$ cat config.mk
export PLATFORM = sky130hd
export DESIGN_NAME = divider
export DESIGN_NICKNAME = d
export VERILOG_FILES = /design/src/rtl/divider_pkg.sv /design/src/rtl/divider_step.sv /design/src/rtl/divider.sv
export SDC_FILE = /design/constraint.sdc
export NUM_CORES = 1
export LEC_CHECK = 0
export CAP_MARGIN = 0
export CORE_ASPECT_RATIO = 0.9
export CORE_MARGIN = 1
export CORE_UTILIZATION = 25
export CTS_CLUSTER_SIZE = 14
export DETAILED_ROUTE_END_ITERATION = 7
export SYNTH_ARGS = -nofsm -noshare
export SYNTH_HDL_FRONTEND = slang
export SYNTH_SLANG_ARGS = --single-unit
$ cat constraint.sdc
create_clock -name clk -period 9.3 [get_ports clk]
set_input_delay 1.86 -clock clk [delete_from_list [all_inputs] [get_ports clk]]
set_output_delay 1.86 -clock clk [all_outputs]
set_load 0.005 [all_outputs]
$ cat src/rtl/divider_pkg.sv
// Shared definitions for the radix-2 restoring divider: operand width,
// iteration count, FSM state encoding and the divide-by-zero quotient.
package divider_pkg;

    localparam int WIDTH = 32;
    localparam int ITER  = 32;
    localparam int CNT_W = $clog2(ITER);

    typedef enum logic [1:0] {
        LOAD = 2'd0,
        CALC = 2'd1,
        DONE = 2'd2
    } state_t;

    localparam logic [WIDTH-1:0] DIV0_QUOTIENT = '1;

endpackage

$ cat src/rtl/divider_step.sv
// One combinational restoring-division step: shift {partial remainder,
// dividend} left by one, subtract the divisor when it fits, and shift the
// resulting quotient bit into the LSB of the dividend register.
module divider_step
    import divider_pkg::*;
(
    input  logic [WIDTH:0]   rem_in,
    input  logic [WIDTH-1:0] dvd_in,
    input  logic [WIDTH-1:0] divisor,
    output logic [WIDTH:0]   rem_out,
    output logic [WIDTH-1:0] dvd_out
);

    // One extra bit above the 33-bit partial remainder turns the compare
    // into the sign of a single subtraction.
    logic [WIDTH+1:0] shifted;
    logic [WIDTH+1:0] diff;
    logic             take;

    // Shift, trial-subtract, and restore when the divisor does not fit
    always_comb begin
        shifted = {rem_in, dvd_in[WIDTH-1]};
        diff    = shifted - {2'b00, divisor};
        take    = ~diff[WIDTH+1];
        rem_out = take ? diff[WIDTH:0] : shifted[WIDTH:0];
        dvd_out = {dvd_in[WIDTH-2:0], take};
    end

endmodule

$ cat src/rtl/divider.sv
// Free-running unsigned 32-bit radix-2 restoring divider. One result every
// 34 cycles: LOAD (1) -> CALC (32) -> DONE (1). The rst port is active-low
// with asynchronous assertion and a two-flop synchronised release.
// Optional feature: define DIVIDER_REMAINDER_EN to add the remainder port.
module divider
    import divider_pkg::*;
(
    input  logic             clk,
    input  logic             rst,
    input  logic [WIDTH-1:0] dividend,
    input  logic [WIDTH-1:0] divisor,
    output logic [WIDTH-1:0] quotient,
    output logic             done,
    output logic             div_by_zero
`ifdef DIVIDER_REMAINDER_EN
    ,
    output logic [WIDTH-1:0] remainder
`endif
);

    logic             rst_meta;
    logic             rst_n_int;

    state_t           state;
    logic [CNT_W-1:0] cnt;
    logic [WIDTH-1:0] dvd_reg;
    logic [WIDTH-1:0] dsr_reg;
    logic [WIDTH:0]   rem_reg;

    logic [WIDTH:0]   step_rem;
    logic [WIDTH-1:0] step_dvd;

    // Reset release synchroniser: assertion passes straight through
    always_ff @(posedge clk or negedge rst) begin
        if (!rst) begin
            rst_meta  <= 1'b0;
            rst_n_int <= 1'b0;
        end else begin
            rst_meta  <= 1'b1;
            rst_n_int <= rst_meta;
        end
    end

    divider_step u_step (
        .rem_in  (rem_reg),
        .dvd_in  (dvd_reg),
        .divisor (dsr_reg),
        .rem_out (step_rem),
        .dvd_out (step_dvd)
    );

    // Sequencing FSM, datapath registers and registered result outputs
    always_ff @(posedge clk or negedge rst_n_int) begin
        if (!rst_n_int) begin
            state       <= LOAD;
            cnt         <= '0;
            dvd_reg     <= '0;
            dsr_reg     <= '0;
            rem_reg     <= '0;
            quotient    <= '0;
            done        <= 1'b0;
            div_by_zero <= 1'b0;
`ifdef DIVIDER_REMAINDER_EN
            remainder   <= '0;
`endif
        end else begin
            done <= 1'b0;
            case (state)
                LOAD: begin
                    dvd_reg <= dividend;
                    dsr_reg <= divisor;
                    rem_reg <= '0;
                    cnt     <= '0;
                    state   <= CALC;
                end
                CALC: begin
                    dvd_reg <= step_dvd;
                    rem_reg <= step_rem;
                    cnt     <= cnt + CNT_W'(1);
                    if (cnt == CNT_W'(ITER - 1)) begin
                        state <= DONE;
                    end
                end
                DONE: begin
                    // dvd_reg now holds the quotient bits; a zero divisor is
                    // forced to the all-ones code regardless of the datapath.
                    quotient    <= (dsr_reg == '0) ? DIV0_QUOTIENT : dvd_reg;
                    div_by_zero <= (dsr_reg == '0);
`ifdef DIVIDER_REMAINDER_EN
                    remainder   <= rem_reg[WIDTH-1:0];
`endif
                    done        <= 1'b1;
                    state       <= LOAD;
                end
                default: begin
                    state <= LOAD;
                end
            endcase
        end
    end

endmodule

# Word level (Yosys, flattened, before mapping)
# Cells that the tools add are included.
# Widths: inputs -> output; s select.
[totals]
elab_cells = 28
reg_bits = 140
[classes]
n_mux = 8
add_sub_neg = 2
bitwise_logic = 1
reduce_logical = 3
n_eq_ne = 4
[op_table]
columns = ["op", "n"]
rows = [
  ["$pmux 33 s2", 1],
  ["$pmux 32 s2", 1],
  ["$sub 34x32->34", 1],
  ["$mux 33", 1],
  ["$logic_not 32->1", 1],
  ["$mux 32", 1],
  ["$pmux 5 s2", 1],
  ["$add 5x1->5 const B", 1],
  ["$eq 5x5->1 const B", 1],
  ["$pmux 2 s2", 1],
  ["$eq 2x1->1 const B", 1],
  ["$eq 2x2->1 const B", 1],
  ["$logic_not 2->1", 1],
  ["$mux 2", 1],
  ["$ne 2x2->1 const B", 1],
  ["$reduce_bool 2->1", 1],
  ["$mux 1", 1],
  ["$not 1->1", 1],
]

# Depth between registers and ports, before layout
[logic_depth]
word_depth = 3
mapped_depth = 13
mapped_depth_nobuf = 12

# Cells and area by module
# A second synthesis with hierarchy kept.
[hier_totals]
cells_unflattened = 903
hier_area_um2 = 8325.5
[by_module_without_submodules]
columns = ["module", "instances", "seq_area_each_um2", "cells_each", "area_each_um2"]
rows = [
  ["divider", 1, 3503.4, 532, 5804.3],
  ["divider_step", 1, 0.0, 371, 2521.2],
]

# Worst setup path after synthesis
# OpenSTA, ideal clock, no wires.
[synth_timing]
kind = "reg-to-reg"
from = "reg rem_reg[27]"
to = "reg rem_reg[10]"
setup_ns = 0.132
setup_slack_ns = 6.429
t_arrival_ns = 2.739
path_stages_with_launch = 11
path_buffers = 1
period_less_slack_ns = 2.871
cell_sequence = "dfrtp_1 ha_1 nand4_1 or4_1 or3_1 o21ai_1 o21bai_2 xor2_4 buf_12 mux2i_1 o21ai_1"
[synth_between]
elab_chain_cells = 3
[synth_lines]
columns = ["item", "line_no", "rtl"]
rows = [
  ["start: declaration", "divider.sv:28", "logic [WIDTH:0] rem_reg;"],
  ["start signal: assignment", "divider.sv:78", "rem_reg <= step_rem;"],
  ["$sub 34x32->34", "divider_step.sv:23", "diff = shifted - {2'b00, divisor};"],
  ["$mux 33", "divider_step.sv:25", "rem_out = take ? diff[WIDTH:0] : shifted[WIDTH:0];"],
  ["$pmux 33 s2", "divider.sv:68", "case (state)"],
]
# Every way passes these cells.
# A chain may end at the register's enable or synchronous reset.

# Final worst setup path
[layout_timing]
from = "reg dsr_reg[28]"
to = "reg rem_reg[27]"
[layout_between]
elab_chain_cells = 3
[layout_lines]
columns = ["item", "line_no", "rtl"]
rows = [
  ["start: declaration", "divider.sv:27", "logic [WIDTH-1:0] dsr_reg;"],
  ["start signal: assignment", "divider.sv:71", "dsr_reg <= divisor;"],
  ["$sub 34x32->34", "divider_step.sv:23", ""],
  ["$mux 33", "divider_step.sv:25", ""],
  ["$pmux 33 s2", "divider.sv:68", ""],
]
# Every way passes these cells.

==> summary.md <==
| Metric | Value |
|---|---|
| Status | `completed` |
| Required time of the critical path | `9640 ps` |
| Die ar. | `30700 um2` |
| Seq/Total Area, Yosys | `46.8%` |
| HP Class | `register to register` |
| # fillers | `2983` |
| Commonest non-fill, non-tap cells in the layout | `dfrtp_1 (137), nand2_1 (126), clkdlybuf4s50_1 (99)` |
| Vias | `5820` |
| Setup CP Type | `register to register` |
| Tcrit/Tclk final | `39.9%` |
| Clk_lat worst skew | `430 ps` |
| Area Growth Syn to Fin | `26.1%` |
| Startpoint Class | `register` |
| Crit path time final | `3710 ps` |
| Port-buffer cells | `99` |
| Max FO, Critical Path | `28` |
| Resized Gates After CTS | `0` |
| Final hold vios | `0` |
| Max reg flops | `33` |
| Worst slew margin | `31.5%` |
| Starting Density | `25.7%` |
| # Max-Cap Violations | `0` |
| Share of cells above drive strength 1 | `5.86%` |
| Cell Area, Synth | `7490 um2` |
| Post-Syn Instances | `771` |
| Pwr Total | `1.56 mW` |
| Sequential share of power | `42.9%` |
| Netlist cell types | `64` |
| RePlAce Congestion | `0.834` |
| Clock root cell | `clkbuf_16` |
| Worst hold slack | `349 ps` |
| Initial antenna violation count | `2` |
| CTS tree | `yes` |
| P per Cell Area | `166 nW/um2` |
| Commonest non-fill, non-tap cell in the layout | `dfrtp_1` |
| Internal | `1.18 mW` |
| Final worst slack | `5590 ps` |
| Placement Rows | `59` |
| Delay-heaviest family, CP | `simple AND/OR/NAND/NOR gates` |
| Worst stage delay on the critical path | `580 ps` |
| Hold_buf cts | `0` |
| Placed Area | `8850 um2` |
| Leak | `4.11 nW` |
| Setup Skew | `9.22 ps` |
| Sw Share | `24.6%` |
| Longest Clk Path Bufs | `2` |
| Slowest CP cell | `or4_1` |
| RSZ-0062 raised after global routing | `no` |
| DR DRC count | `0` |
| Setup TNS | `0 ps` |
| Post-DP HPWL | `12400 um` |
| GRT overflow | `0` |
| Final Cell Area | `9440 um2` |
| # H-tree levels | `4` |
| Logic gate share of total power | `12.1%` |
| Post-DRT Antenna Nets | `0` |
| Maximum VDD drop | `0.142 mV` |
| DRT Pass-1 Iters | `4` |
| Fin. max-slew vios | `0` |
| Initial DRC count | `353` |
| Count of final setup violators | `0` |
| Core Region | `29200 um2` |
| Io pins | `100` |
| Syn. warnings | `0` |
| Crit path cell chain | `inv_1 -> ha_1 -> nand4_1 -> or4_1 -> nor4b_1 -> nor3_1 -> o21ai_1 -> o21bai_2 -> xor2_4 -> buf_4 -> nand2_1 -> o221ai_1` |
| WL final | `18400 um` |
| # diodes | `0` |
| Switching power total | `0.384 mW` |
| Cts bufs inserted | `17` |
| Worst slack, placed | `5620 ps` |
| Syn Area/Cell | `9.71 um2` |
| CP Capture Type | `register` |
| Slew of the pin with the lowest slew margin | `1030 ps` |
| Clock transition at the registers of the reported paths | `60 ps` |
| Async SR Flop Fraction | `100%` |
| Clock network power share | `45.0%` |
| Synthesis-stage register bit count | `140` |
| Number of global-route vias before repair | `5890` |
| CP bufs+invs | `2` |
| Vias per cell | `4.60` |
| Setup bufs post-CTS | `0` |
| Die Height | `166 um` |
| WL/cell | `14.6 um` |
| Fin nets | `959` |
| First-pass GRT wire length | `30600 um` |
| Post-synth EDFFs | `0` |
| Clk sinks | `140` |
| Gr usage total | `12.6%` |
| DIE WIDTH | `184 um` |
| Syn nets | `872` |
| Largest net degree at the start of global routing | `109` |
| Crit path DAT | `4050 ps` |
| Top_reg_cell synth | `dfrtp_1` |
| Fmax | `269 MHz` |
## area by class of cell
type,instances,area (um2),share of cell area [%]
clock buffers,19,433,4.58
inverters,40,150,1.59
multi-input cells,552,3640,38.6
clock inverters,12,163,1.72
well taps,396,495,5.25
flip-flops and latches,140,3510,37.2
repair buffers,107,1050,11.1
## cell families (layout without fill, tap and decap cells)
group | after synthesis | count (layout) | share of synthesized area [%]
buffers and inverters | 79 | 178 | 4.78
multiplexers | 60 | 60 | 8.04
AND/OR/NAND/NOR | 193 | 193 | 11.4
adder cells (fa/ha/maj) | 35 | 35 | 5.95
flip-flops | 140 | 140 | 46.8
XOR/XNOR | 30 | 30 | 3.76
AO/OA/AOI/OAI | 233 | 233 | 19.2
other | 1 | 1 | 0.0501
## cells in the mapped netlist, types with 9 or more instances
cell      count  share of area [%]
nand2_1     126                6.3
nor2_1       17               0.85
inv_1        40                2.0
o21ai_0      92                6.1
a21oi_1      35                2.3
o21ai_1      24                1.6
o22a_1       32                3.7
ha_1         34                5.7
xor2_1       11                1.3
nor4_1        9               0.75
clkbuf_1     25                1.3
dfrtp_1     140                 47
mux2i_1      59                7.9
xnor2_1      18                2.1
## through the flow
step	cells	util [%]
2_1_floorplan	771	-
3_3_place_gp	1235	30.3
3_5_place_dp	1235	30.3
4_1_cts	1266	32.4
5_1_grt	1266	32.4
6_report	1266	32.4
## power groups by stage
stage | logic [mW] | clock network, mW | registers, mW
finish | 0.189 | 0.704 | 0.671
detailed placement | 0.190 | 0 | 0.683
global route | 0.208 | 0.747 | 0.678
global placement | 0.188 | 0 | 0.683
CTS | 0.191 | 0.726 | 0.672
floorplan | 0.0901 | 0 | 0.684
## final timing paths
path | start | to | slack, ps | depth (start not counted)
worst max-delay path | dsr_reg[28] | rem_reg[27] | 5590 | 12
worst min-delay path | rst_meta | rst_n_int | 350 | 0
worst max register to register | dsr_reg[28] | rem_reg[27] | 5590 | 12
worst min register to register | rst_meta | rst_n_int | 350 | 0
max in group asynchronous | rst_n_int | state[1] | 7320 | 1
min in group asynchronous | rst_n_int | quotient[27] | 440 | 0
## layer usage
layer	vias up	track usage, %	routed length, um
met5	-	0	17
met4	2	3.73	237
met3	20	3.71	908
met2	119	19.4	8390
met1	2773	17.0	8870
li1	2906	-	-
Note: power is estimated with default switching activity, not from simulation.
